===== src/rtl/axis_packer.sv =====
`default_nettype none
// ============================================================================
// Module   : axis_packer
// Purpose  : Packs a narrow AXI-Stream into a wide one; beat 0 of each group
//            lands in the least-significant slice, short packets zero-padded.
//            Optional byte enables on axis_o_tkeep via AXIS_PACKER_TKEEP_EN.
// Revision : 1.0 - initial release
// ============================================================================
module axis_packer #(
    parameter int AXIS_I_BYTES = 1,
    parameter int AXIS_O_BYTES = 8
) (
    input  logic                      clk,
    input  logic                      sresetn,
    output logic                      axis_i_tready,
    input  logic                      axis_i_tvalid,
    input  logic                      axis_i_tlast,
    input  logic [AXIS_I_BYTES*8-1:0] axis_i_tdata,
    input  logic                      axis_o_tready,
    output logic                      axis_o_tvalid,
    output logic                      axis_o_tlast,
    output logic [AXIS_O_BYTES*8-1:0] axis_o_tdata
`ifdef AXIS_PACKER_TKEEP_EN
    ,
    output logic [AXIS_O_BYTES-1:0]   axis_o_tkeep
`endif
);

    localparam int CTR_MAX   = AXIS_O_BYTES / AXIS_I_BYTES;
    localparam int CTR_HIGH  = CTR_MAX - 1;
    localparam int CTR_WIDTH = (CTR_MAX == 1) ? 1 : $clog2(CTR_MAX);
    localparam int IW        = AXIS_I_BYTES * 8;
    localparam int OW        = AXIS_O_BYTES * 8;

    localparam logic [CTR_WIDTH-1:0] c_ctr_high = CTR_WIDTH'(CTR_HIGH);
    localparam logic [CTR_WIDTH-1:0] c_ctr_one  = CTR_WIDTH'(1);

    logic [CTR_WIDTH-1:0] r_ctr;
    logic [OW-1:0]        r_acc;
    logic                 r_o_valid;
    logic                 r_o_last;
    logic [OW-1:0]        r_o_data;

    logic                 w_ready;
    logic                 w_accept;
    logic                 w_final;
    logic                 w_load;
    logic [OW-1:0]        w_merged;

    // Ready depends only on output-register state, never on tvalid/tlast.
    assign w_ready  = sresetn && (!r_o_valid || axis_o_tready);
    assign w_accept = axis_i_tvalid && w_ready;
    assign w_final  = (r_ctr == c_ctr_high) || axis_i_tlast;
    assign w_load   = w_accept && w_final;

    // Slices above ctr are still zero in the accumulator, so the merge pads.
    always_comb begin
        w_merged = r_acc;
        for (int s = 0; s < CTR_MAX; s++) begin
            if (r_ctr == CTR_WIDTH'(s)) begin
                w_merged[s*IW +: IW] = axis_i_tdata;
            end
        end
    end

`ifdef AXIS_PACKER_TKEEP_EN
    logic [AXIS_O_BYTES-1:0] r_o_keep;
    logic [AXIS_O_BYTES-1:0] w_keep;

    always_comb begin
        w_keep = '0;
        for (int s = 0; s < CTR_MAX; s++) begin
            if (CTR_WIDTH'(s) <= r_ctr) begin
                w_keep[s*AXIS_I_BYTES +: AXIS_I_BYTES] = '1;
            end
        end
    end

    always_ff @(posedge clk) begin
        if (!sresetn) begin
            r_o_keep <= '0;
        end else if (w_load) begin
            r_o_keep <= w_keep;
        end
    end

    assign axis_o_tkeep = r_o_keep;
`endif

    always_ff @(posedge clk) begin
        if (!sresetn) begin
            r_ctr     <= '0;
            r_acc     <= '0;
            r_o_valid <= 1'b0;
            r_o_last  <= 1'b0;
            r_o_data  <= '0;
        end else begin
            if (r_o_valid && axis_o_tready) begin
                r_o_valid <= 1'b0;
            end
            if (w_accept) begin
                if (w_final) begin
                    r_o_data  <= w_merged;
                    r_o_last  <= axis_i_tlast;
                    r_o_valid <= 1'b1;
                    r_acc     <= '0;
                    r_ctr     <= '0;
                end else begin
                    r_acc <= w_merged;
                    r_ctr <= r_ctr + c_ctr_one;
                end
            end
        end
    end

    assign axis_i_tready = w_ready;
    assign axis_o_tvalid = r_o_valid;
    assign axis_o_tlast  = r_o_last;
    assign axis_o_tdata  = r_o_data;

endmodule
`default_nettype wire

===== config.mk =====
export PLATFORM = sky130hd
export DESIGN_NAME = axis_packer
export DESIGN_NICKNAME = d
export VERILOG_FILES = /design/src/rtl/axis_packer.sv
export SDC_FILE = /design/constraint.sdc
export NUM_CORES = 1
export LEC_CHECK = 0
export CORE_ASPECT_RATIO = 0.6
export CORE_MARGIN = 2
export CORE_UTILIZATION = 46
export CTS_BUF_LIST = sky130_fd_sc_hd__clkbuf_8 sky130_fd_sc_hd__clkbuf_16
export DETAILED_ROUTE_END_ITERATION = 7
export PLACE_DENSITY = 0.69
export REMOVE_ABC_BUFFERS = 1
export SETUP_SLACK_MARGIN = 0.4
export SLEW_MARGIN = 20
export SYNTH_ARGS = -nofsm -noshare
export SYNTH_HDL_FRONTEND = slang
export SYNTH_SLANG_ARGS = --single-unit

===== constraint.sdc =====
create_clock -name clk -period 4.5 [get_ports clk]
set_clock_uncertainty 0.15 [all_clocks]
set_input_delay 0.675 -clock clk [delete_from_list [all_inputs] [get_ports clk]]
set_output_delay 0.675 -clock clk [all_outputs]
set_load 0.02 [all_outputs]

Word-level counts from Yosys, hierarchy flattened. Index checks and enable logic that the tools add are counted.

Output and inout bits: 67. Input port bits: 13. Bits in registers: 133.

Eq/ne operators: 7. Muxes and demuxes: 13. Add/subtract/negate cells: 1. Reductions and logical operators: 8.

Operators by type and width (count): 64-bit two-way mux (1); 8-bit two-way mux (8); 3-bit equality test (second input constant) (4); 3-bit by 2-bit equality test with 1-bit output (second input constant) (2); 3-bit by 1-bit adder with 3-bit output (second input constant) (1); 3-bit by 1-bit equality test with 1-bit output (second input constant) (1); 1-bit logical AND (3); 3-bit zero test (1); 1-bit two-way mux (3); 3-bit two-way mux (1); 1-bit logical OR (2); 2-bit AND reduction (1); 1-bit zero test (1).

Logic depth before layout (Yosys ltp). Gate-level depths: netlist (run 1).

Depth after elaboration: 5. Gate-level depth with buffers: 8. Mapped depth without buffers: 5.

Worst setup path after synthesis (run 1). Ideal clock, no wire load.

Kind: input-to-output. Start point: in sresetn. End point: out axis_i_tready. Arrival: 1500 ps. Setup slack: 2175 ps. Stages: 4. Cell sequence: clkinv_1 -> clkbuf_1 -> clkbuf_1 -> nor2_1.

Cells in the longest elaborated chain, start to end: 1.

RTL lines: start, declared (RTL line 14) `input logic sresetn,`; 1-bit logical AND (RTL line 51) `assign w_ready = sresetn && (!r_o_valid || axis_o_tready);`; end, declared (RTL line 15) `output logic axis_i_tready,`.

Every way passes these cells.

Final worst setup path (run 1).
Start point: in axis_o_tready. End point: out axis_i_tready.

Cells in the longest elaborated chain, start to end: 2.

RTL lines: start, declared (RTL line 19) `input logic axis_o_tready,`; 1-bit logical OR (RTL line 51); 1-bit logical AND (RTL line 51).

Every way passes these cells.

==> results of run 1 <==
per-layer routing:
metal / vias to the layer above / share of wire / wire (um)
met5: - / 0 / 0
met4: 0 / 0.011 / 167
met3: 22 / 0.058 / 893
met2: 174 / 0.44 / 6800
met1: 2387 / 0.49 / 7610
li1: 2236 / - / -
final cells by class:
| type | count | area [um2] |
|---|---|---|
| Clock buffer | 19 | 453 |
| Sequential cell | 133 | 2660 |
| Timing Repair Buffer | 86 | 853 |
| Inverter | 4 | 15.0 |
| Multi-Input combinational cell | 339 | 2600 |
| Tap cell | 165 | 206 |
| Fill cell | 999 | 5090 |
| Clock inverter | 13 | 104 |
through the flow:
step	hold slack (ps)	std cells	area (um2)	util
after floorplan	279	476	5270	-
after global placement	293	727	6330	0.528
after detailed placement	295	727	6330	0.528
after CTS	310	759	6890	0.575
after global routing	326	759	6890	0.575
final	307	759	6890	0.575
layout by cell type, fill, tap and decap left out, types with 2 or more instances in the layout:
cell,netlist,final
a211oi_1,41,41
a211o_1,3,3
a21oi_1,4,4
and4_1,4,4
o211ai_2,4,4
o21ai_0,3,3
inv_1,3,12
nor2_1,2,2
nand2_2,3,3
ha_1,6,6
bufinv_16,0,2
nor2b_2,1,2
mux2i_1,40,40
o22ai_1,3,3
nor2b_1,3,2
a31oi_1,64,64
dfxtp_1,133,133
clkbuf_16,0,17
nor4_4,2,2
nand2_1,31,31
clkinv_2,0,2
a311oi_1,24,24
buf_4,7,7
clkbuf_8,0,2
and2_1,11,11
nand3_1,25,25
nand4_1,2,2
a32o_1,54,54
clkdlybuf4s50_1,0,78
registers in the layout (all words and copies together), names as in the netlist:
register	count
axis_o_tlast	1
r_acc	64
axis_o_tvalid	1
axis_o_tdata	64
r_ctr	3
cell families (layout without fill, tap and decap cells):
family	count (synthesis)	in the layout	synth area share
adders and majority gates	6	6	0.0134
AOI/OAI and AO/OA	202	202	0.286
DFF	133	133	0.475
buffers and inverters	75	122	0.0634
and+or+nand+nor	91	91	0.0910
muxes	40	40	0.0714
worst reg2reg max path: cells and delay by family (launching register included):
kind	cells	cell delay [ps]
flip-flops	1	380
AO/OA/AOI/OAI	2	550
AND/OR/NAND/NOR	1	250
adder cells (fa/ha/maj)	2	760
buffers and inverters	1	580
power by group through the flow:
stage               Combinational, mW  Sequential (mW)  Clock [mW]
floorplan                       0.102             1.29           0
global placement                0.274             1.26           0
detailed placement              0.282             1.26           0
CTS                             0.284             1.23        1.32
global route                    0.303             1.24        1.37
finish                          0.285             1.23        1.31
worst max-delay path by stage:
stage                             to  slack, ps  depth (start not counted)
CTS                    axis_i_tready       1250                          4
global placement       axis_i_tready       1340                          4
global route           axis_i_tready       1170                          4
finish                 axis_i_tready       1250                          4
detailed placement     axis_i_tready       1270                          4
floorplan           axis_o_tdata[32]         70                          4
==> summary.txt, run 1 <==
Met3 Track Usage GR -> 0.0510
Vias -> 4819
CP Capture Type -> output pin
Hold Fails Final Rpt -> 0
R2R Path End -> r_acc[59]
CP top delay family -> buffers and inverters
Reg2reg setup slack -> 1720 ps
Clock share of power -> 0.463
Wirelength per Cell -> 20.4 um
Final worst setup slack -> 1250 ps
Layout cells sized above 1 -> 0.0808
Setup_tns -> 0 ps
Initial antenna violation count -> 0
CP max-delay cell -> nor2b_2
Post-Syn Instances -> 547
Finish-stage setup viols -> 0
Fin crit period -> 3250 ps
Yosys cell types -> 37
Critical path type -> in -> out
Die Height -> 89.5 um
Port bufs -> 79
Dominant synthesized flop cell -> dfxtp_1
Die width -> 147 um
Met2 global-route usage -> 0.376
Syn-to-layout area delta -> 22.9%
CTS resizes -> 0
Static leakage -> 2.21 nW
Comb pwr share -> 0.101
EDFF count, synth -> 0
Share of the synthesized area in the top cell type -> 0.475
CTS Hold Buffers Added -> 0
Post-DP HPWL -> 9200 um
DIE AREA -> 0.0131 mm2
Nets -> 600
Hold WC Path Type -> reg -> reg
Max-cap violations -> 0
Leading area contributor after synthesis -> dfxtp_1
GPL Wtd Cong -> 0.778
Arrival time at the worst endpoint -> 2420 ps
Pwr Density -> 410 mW/mm2
Register area share after synthesis -> 0.475
CP max stage delay -> 650 ps
Ranking of synthesized cells by instance count -> dfxtp_1 (133), a31oi_1 (64), a32o_1 (54)
Core area -> 0.0120 mm2
Synthesized area -> 0.00561 mm2
Vias in the first global route -> 4548
Global-route wire length before repair -> 24400 um
Drt first pass iters -> 5
Async set-reset flop share out of synthesis -> 0
Hold path startpoint -> r_acc[57]
Vias per cell -> 6.35
Root Driver -> clkbuf_16
I/O pin count -> 80
Run status -> completed
CTS tree -> done
Clock slew at reported path FFs -> 60 ps
Worst slew pin tran -> 1100 ps
DRC violations left -> 0
Largest net degree at the start of global routing -> 100
Post-Route WL -> 15500 um
N_diodes -> 0
R2R Path Start -> r_ctr[0]
R2R depth -> 6
DRT iter0 DRCs -> 335
P_sw -> 681 uW
CTS Buffer Depth -> 2
Worst path most repeated cell -> clkdlybuf4s50_1
Top cells by area, synth -> dfxtp_1 (47%), a32o_1 (9.6%), a31oi_1 (7.1%), mux2i_1 (7.1%), a211oi_1 (5.5%)
Clk_lat worst skew -> 420 ps
Avg Inst Size Synth -> 10.3 um2
Crit. Startpoint -> axis_o_tready
Period utilization -> 0.722
Yosys warnings -> 0
# Post-CTS Setup Buffers -> 0
#FFs+latches synth -> 133
Std cell rows -> 31
Global route overflow -> 0
WHS Endpoint -> r_acc[57]
Met1 Track Usage GR -> 0.333
Clk sinks -> 133
Unrepaired setup endpoints after global routing -> no
Sequential share of power -> 0.437
VDD IR max -> 257 uV
Most numerous cell in the Yosys netlist -> dfxtp_1
F_max -> 0.308 GHz
Critical path cell sequence -> clkdlybuf4s50_1 > nor2b_2 > nor2_1 > clkdlybuf4s50_1
Num CTS Buffers -> 17
Fin. max-slew vios -> 0
CP Buf/Inv Count -> 2
CP max FO -> 15
Gr busiest metal -> met2
CTS H-tree lvls -> 4
Req. time, crit path -> 3670 ps
Slew Limit Headroom -> 0.267
Pint -> 2.14 mW
WHS Path Cells -> 1
GRT Overall Usage -> 0.240
Initial Utilization -> 0.468
ANT nets after route -> 0
Worst setup SP type -> primary input
Sw Share -> 0.241
Pre-CTS setup slack -> 1270 ps
PnR Total Power -> 2.82 mW
Power figures use the tool's default switching activity.
==> run 2: changes to the inputs <==
==> constraint.sdc (replaced) <==
create_clock -name clk -period 3.16 [get_ports clk]
set_clock_uncertainty 0.15 [all_clocks]
set_input_delay 0.474 -clock clk [delete_from_list [all_inputs] [get_ports clk]]
set_output_delay 0.474 -clock clk [all_outputs]
set_load 0.02 [all_outputs]
==> summary.txt, run 2 (synthesized netlist as in run 1, its figures left out) <==
Largest net degree at the start of global routing -> 58
Count of non-filler cells in the finished layout -> 767
Std cell rows -> 31
Worst path most repeated cell -> ha_1
R2R Path Start -> r_ctr[1]
Commonest non-fill, non-tap cell in the layout -> dfxtp_1
Fin crit period -> 2650 ps
Fin. max-slew vios -> 0
WHS Endpoint -> r_acc[58]
PnR Total Power -> 4.10 mW
Hold WC Path Type -> reg -> reg
Drt first pass iters -> 5
Max-cap violations -> 0
Arrival time at the worst endpoint -> 2800 ps
Port bufs -> 79
CTS tree -> done
GRT Overall Usage -> 0.245
Worst setup SP type -> flop
Reg2reg setup slack -> 510 ps
Root Driver -> clkbuf_16
Unrepaired setup endpoints after global routing -> no
DIE AREA -> 0.0131 mm2
CTS H-tree lvls -> 4
N_diodes -> 0
CTS resizes -> 0
Initial Utilization -> 0.468
Static leakage -> 2.23 nW
Post-DP HPWL -> 9800 um
Final worst setup slack -> 506 ps
Run status -> completed
CP max-delay cell -> or2_1
Vias per cell -> 6.37
DRT iter0 DRCs -> 447
Crit. Startpoint -> r_ctr[1]
Global-route wire length before repair -> 24800 um
Critical path cell sequence -> ha_1 > ha_1 > buf_4 > or2_1 > o211ai_2 > a32o_1
F_max -> 0.377 GHz
Syn-to-layout area delta -> 24.4%
Nets -> 609
Vias -> 4886
CTS Buffer Depth -> 2
Num CTS Buffers -> 17
Hold Fails Final Rpt -> 0
I/O pin count -> 80
CP max FO -> 9
Core area -> 0.0120 mm2
Vias in the first global route -> 4597
ANT nets after route -> 0
Initial antenna violation count -> 0
Wirelength per Cell -> 20.9 um
Die Height -> 89.5 um
Post-Place Cells -> 736
DRC violations left -> 0
Setup_tns -> 0 ps
Post-Route WL -> 16000 um
Hold path startpoint -> r_acc[58]
R2R depth -> 6
Clock slew at reported path FFs -> 60 ps
Clk sinks -> 133
GPL Wtd Cong -> 0.760
# Post-CTS Setup Buffers -> 0
Commonest non-fill, non-tap cells in the layout -> dfxtp_1 (133), clkdlybuf4s50_1 (78), a31oi_1 (64)
WHS Path Cells -> 1
Clk_lat worst skew -> 410 ps
Pre-CTS setup slack -> 558 ps
Req. time, crit path -> 3310 ps
Worst slew pin tran -> 867 ps
Layout cells sized above 1 -> 0.103
R2R Path End -> r_acc[3]
Period utilization -> 0.840
# fillers -> 1017
CTS Hold Buffers Added -> 0
CP Capture Type -> flop
Hold slack -> 311 ps
Global route overflow -> 0
Slew Limit Headroom -> 0.420
CP max stage delay -> 580 ps
Die width -> 147 um
Pwr Density -> 587 mW/mm2
Finish-stage setup viols -> 0
Critical path type -> reg -> reg
VDD IR max -> 433 uV
run 2: changes by cell type in the layout (fill, tap and decap cells not counted), sizes merged:
| cell | delta |
|---|---|
| buf | +9 |
| clkbuf | +1 |
| clkinv | +2 |
| clkinvlp | +3 |
| inv | -7 |
run 2: final cells by class:
type / count / area, um2 / share of cell area
inverters: 4 / 15.0 / 0.00215
clock inverters: 11 / 110 / 0.0158
clock buffers: 20 / 467 / 0.0669
flip-flops and latches: 133 / 2660 / 0.382
multi-input cells: 339 / 2590 / 0.372
well taps: 165 / 206 / 0.0296
repair buffers: 95 / 921 / 0.132
run 2: routing by layer:
layer	global-route usage	share of wire	up-vias	routed length, um
li1	-	-	2257	-
met1	0.337	0.47	2387	7600
met2	0.386	0.45	227	7190
met3	0.0622	0.069	15	1100
met4	0.0706	0.0091	0	146
met5	0	0	-	0
run 2: worst max-delay path by stage:
stage / endpoint / cells past startpoint
detailed placement: r_acc[12] / 6
CTS: r_acc[20] / 6
finish: r_acc[3] / 6
global placement: axis_o_tdata[49] / 5
floorplan: axis_o_tdata[32] / 4
global route: r_acc[9] / 6
run 2: critical path, delay by kind of cell, from the launching register on:
kind                     cells  cell delay [ps]
flip-flops                   1              380
adder cells (fa/ha/maj)      2              560
AND/OR/NAND/NOR              1              580
buffers and inverters        1              230
AO/OA/AOI/OAI                2              640
run 2: per-stage QoR:
stage	utilization	instance area, um2
detailed placement	0.534	6400
floorplan	-	5270
finish	0.582	6980
global route	0.582	6980
CTS	0.582	6980
global placement	0.534	6400
run 2: power by group:
group          switching (mW)  leakage, nW  internal, mW
Combinational           0.255        0.867         0.157
Clock                   0.721        0.286          1.21
Sequential             0.0293         1.08          1.73
Total                    1.01         2.23          3.09
==> run 3: changes to the inputs <==
==> constraint.sdc (replaced) <==
create_clock -name clk -period 2.6 [get_ports clk]
set_clock_uncertainty 0.15 [all_clocks]
set_input_delay 0.39 -clock clk [delete_from_list [all_inputs] [get_ports clk]]
set_output_delay 0.39 -clock clk [all_outputs]
set_load 0.02 [all_outputs]
==> summary.txt, run 3 (synthesized netlist as in run 1, its figures left out) <==
Run status -> completed
Finished Cell Area -> 0.00714 mm2
Clk_lat worst skew -> 410 ps
Drt first pass iters -> 5
Worst setup SP type -> flop
Clock slew at reported path FFs -> 60 ps
Core area -> 0.0120 mm2
Hold Fails Final Rpt -> 0
Post-DP HPWL -> 9640 um
Root Driver -> clkbuf_16
Finish-stage setup viols -> 0
Critical path cell sequence -> ha_1 > ha_2 > buf_6 > nor2_4 > a211o_1 > a32o_1
DIE AREA -> 0.0131 mm2
Req. time, crit path -> 2750 ps
Largest net degree at the start of global routing -> 85
CTS tree -> done
F_max -> 0.477 GHz
Post-DP Area -> 0.00649 mm2
Arrival time at the worst endpoint -> 2250 ps
Setup_tns -> 0 ps
Vias in the first global route -> 4605
Static leakage -> 2.32 nW
CP Buf/Inv Count -> 1
Vias per cell -> 6.34
CP max-delay cell -> dfxtp_1
DRC violations left -> 0
Nets -> 621
Post-Route WL -> 15700 um
Initial Utilization -> 0.468
Unrepaired setup endpoints after global routing -> yes
Fin. max-slew vios -> 0
Clk sinks -> 133
Commonest non-fill, non-tap cell in the layout -> dfxtp_1
Slew Limit Headroom -> 0.445
Global-route wire length before repair -> 24600 um
Hold WC Path Type -> in -> reg
Worst slew pin tran -> 830 ps
DRT iter0 DRCs -> 434
Num CTS Buffers -> 17
Fin crit period -> 2100 ps
N_diodes -> 0
Commonest non-fill, non-tap cells in the layout -> dfxtp_1 (133), clkdlybuf4s50_1 (77), a31oi_1 (64)
ANT nets after route -> 0
CP top delay family -> compound AO/OA/AOI/OAI gates
CP max FO -> 10
Std cell rows -> 31
Critical path type -> reg -> reg
Max-cap violations -> 0
VDD IR max -> 512 uV
CTS H-tree lvls -> 4
Initial antenna violation count -> 0
I/O pin count -> 80
GPL Wtd Cong -> 0.831
CP Capture Type -> flop
Syn-to-layout area delta -> 27.4%
CTS Hold Buffers Added -> 0
Die Height -> 89.5 um
# fillers -> 973
Vias -> 4935
Die width -> 147 um
Period utilization -> 0.806
Wirelength per Cell -> 20.2 um
GRT Overall Usage -> 0.243
CP max stage delay -> 390 ps
Pwr Density -> 720 mW/mm2
Layout cells sized above 1 -> 0.132
CTS Buffer Depth -> 2
Port bufs -> 79
Global route overflow -> 0
==> run 3: cell count changes in the layout (fill, tap and decap cells not counted), moves of 2 or more <==
cell        before  now
buf_4           16   26
ha_1             6    3
ha_2             0    3
buf_6            0    2
clkbuf_8         3    5
clkinvlp_4       3    1
==> run 3: path summary, 6_finish.rpt <==
path | cells after the start | slack (ps) | to | startpoint
worst max-delay path | 6 | 500 | r_acc[47] | r_ctr[0]
worst max register to register | 6 | 500 | r_acc[47] | r_ctr[0]
worst min register to register | 1 | 310 | r_acc[58] | r_acc[58]
worst min-delay path | 2 | 210 | axis_o_tlast | sresetn
==> run 3: routing by layer <==
layer | part of all wire | vias to the layer above | GRT usage
met4 | 0.0090 | 0 | 0.0759
li1 | - | 2283 | -
met5 | 0 | - | 0
met3 | 0.070 | 14 | 0.0582
met2 | 0.44 | 211 | 0.373
met1 | 0.48 | 2427 | 0.341
==> run 3: layout make-up <==
class                           count  area (um2)  share of cell area
Multi-Input combinational cell    339        2620               0.367
Tap cell                          165         206              0.0289
Timing Repair Buffer              107        1020               0.142
Inverter                            4        15.0             0.00210
Clock buffer                       22         494              0.0692
Clock inverter                      9         125              0.0175
Sequential cell                   133        2660               0.373
==> run 3: metrics by stage <==
| step | setup slack [ps] | util | power, mW | hold slack (ps) | std cells |
|---|---|---|---|---|---|
| after floorplan | -1830 | - | 2.41 | 279 | 476 |
| after global placement | 326 | 0.541 | 2.67 | 291 | 748 |
| after detailed placement | 244 | 0.541 | 2.68 | 293 | 748 |
| after CTS | 426 | 0.594 | 5.17 | 187 | 779 |
| after global routing | 338 | 0.596 | 5.30 | 212 | 779 |
| final | 505 | 0.596 | 5.15 | 210 | 779 |
==> run 3: where the power goes <==
group / leakage, nW / total (mW) / switching [mW] / internal [mW]
Clock: 0.309 / 2.50 / 0.874 / 1.62
Combinational: 0.928 / 0.517 / 0.314 / 0.204
Sequential: 1.08 / 2.13 / 0.0342 / 2.10
Total: 2.32 / 5.15 / 1.22 / 3.93
==> run 3: what timing repair did <==
item	in CTS	in global routing
resized for setup	4	8
endpoints found under the setup margin	40	87
setup buffers	0	0
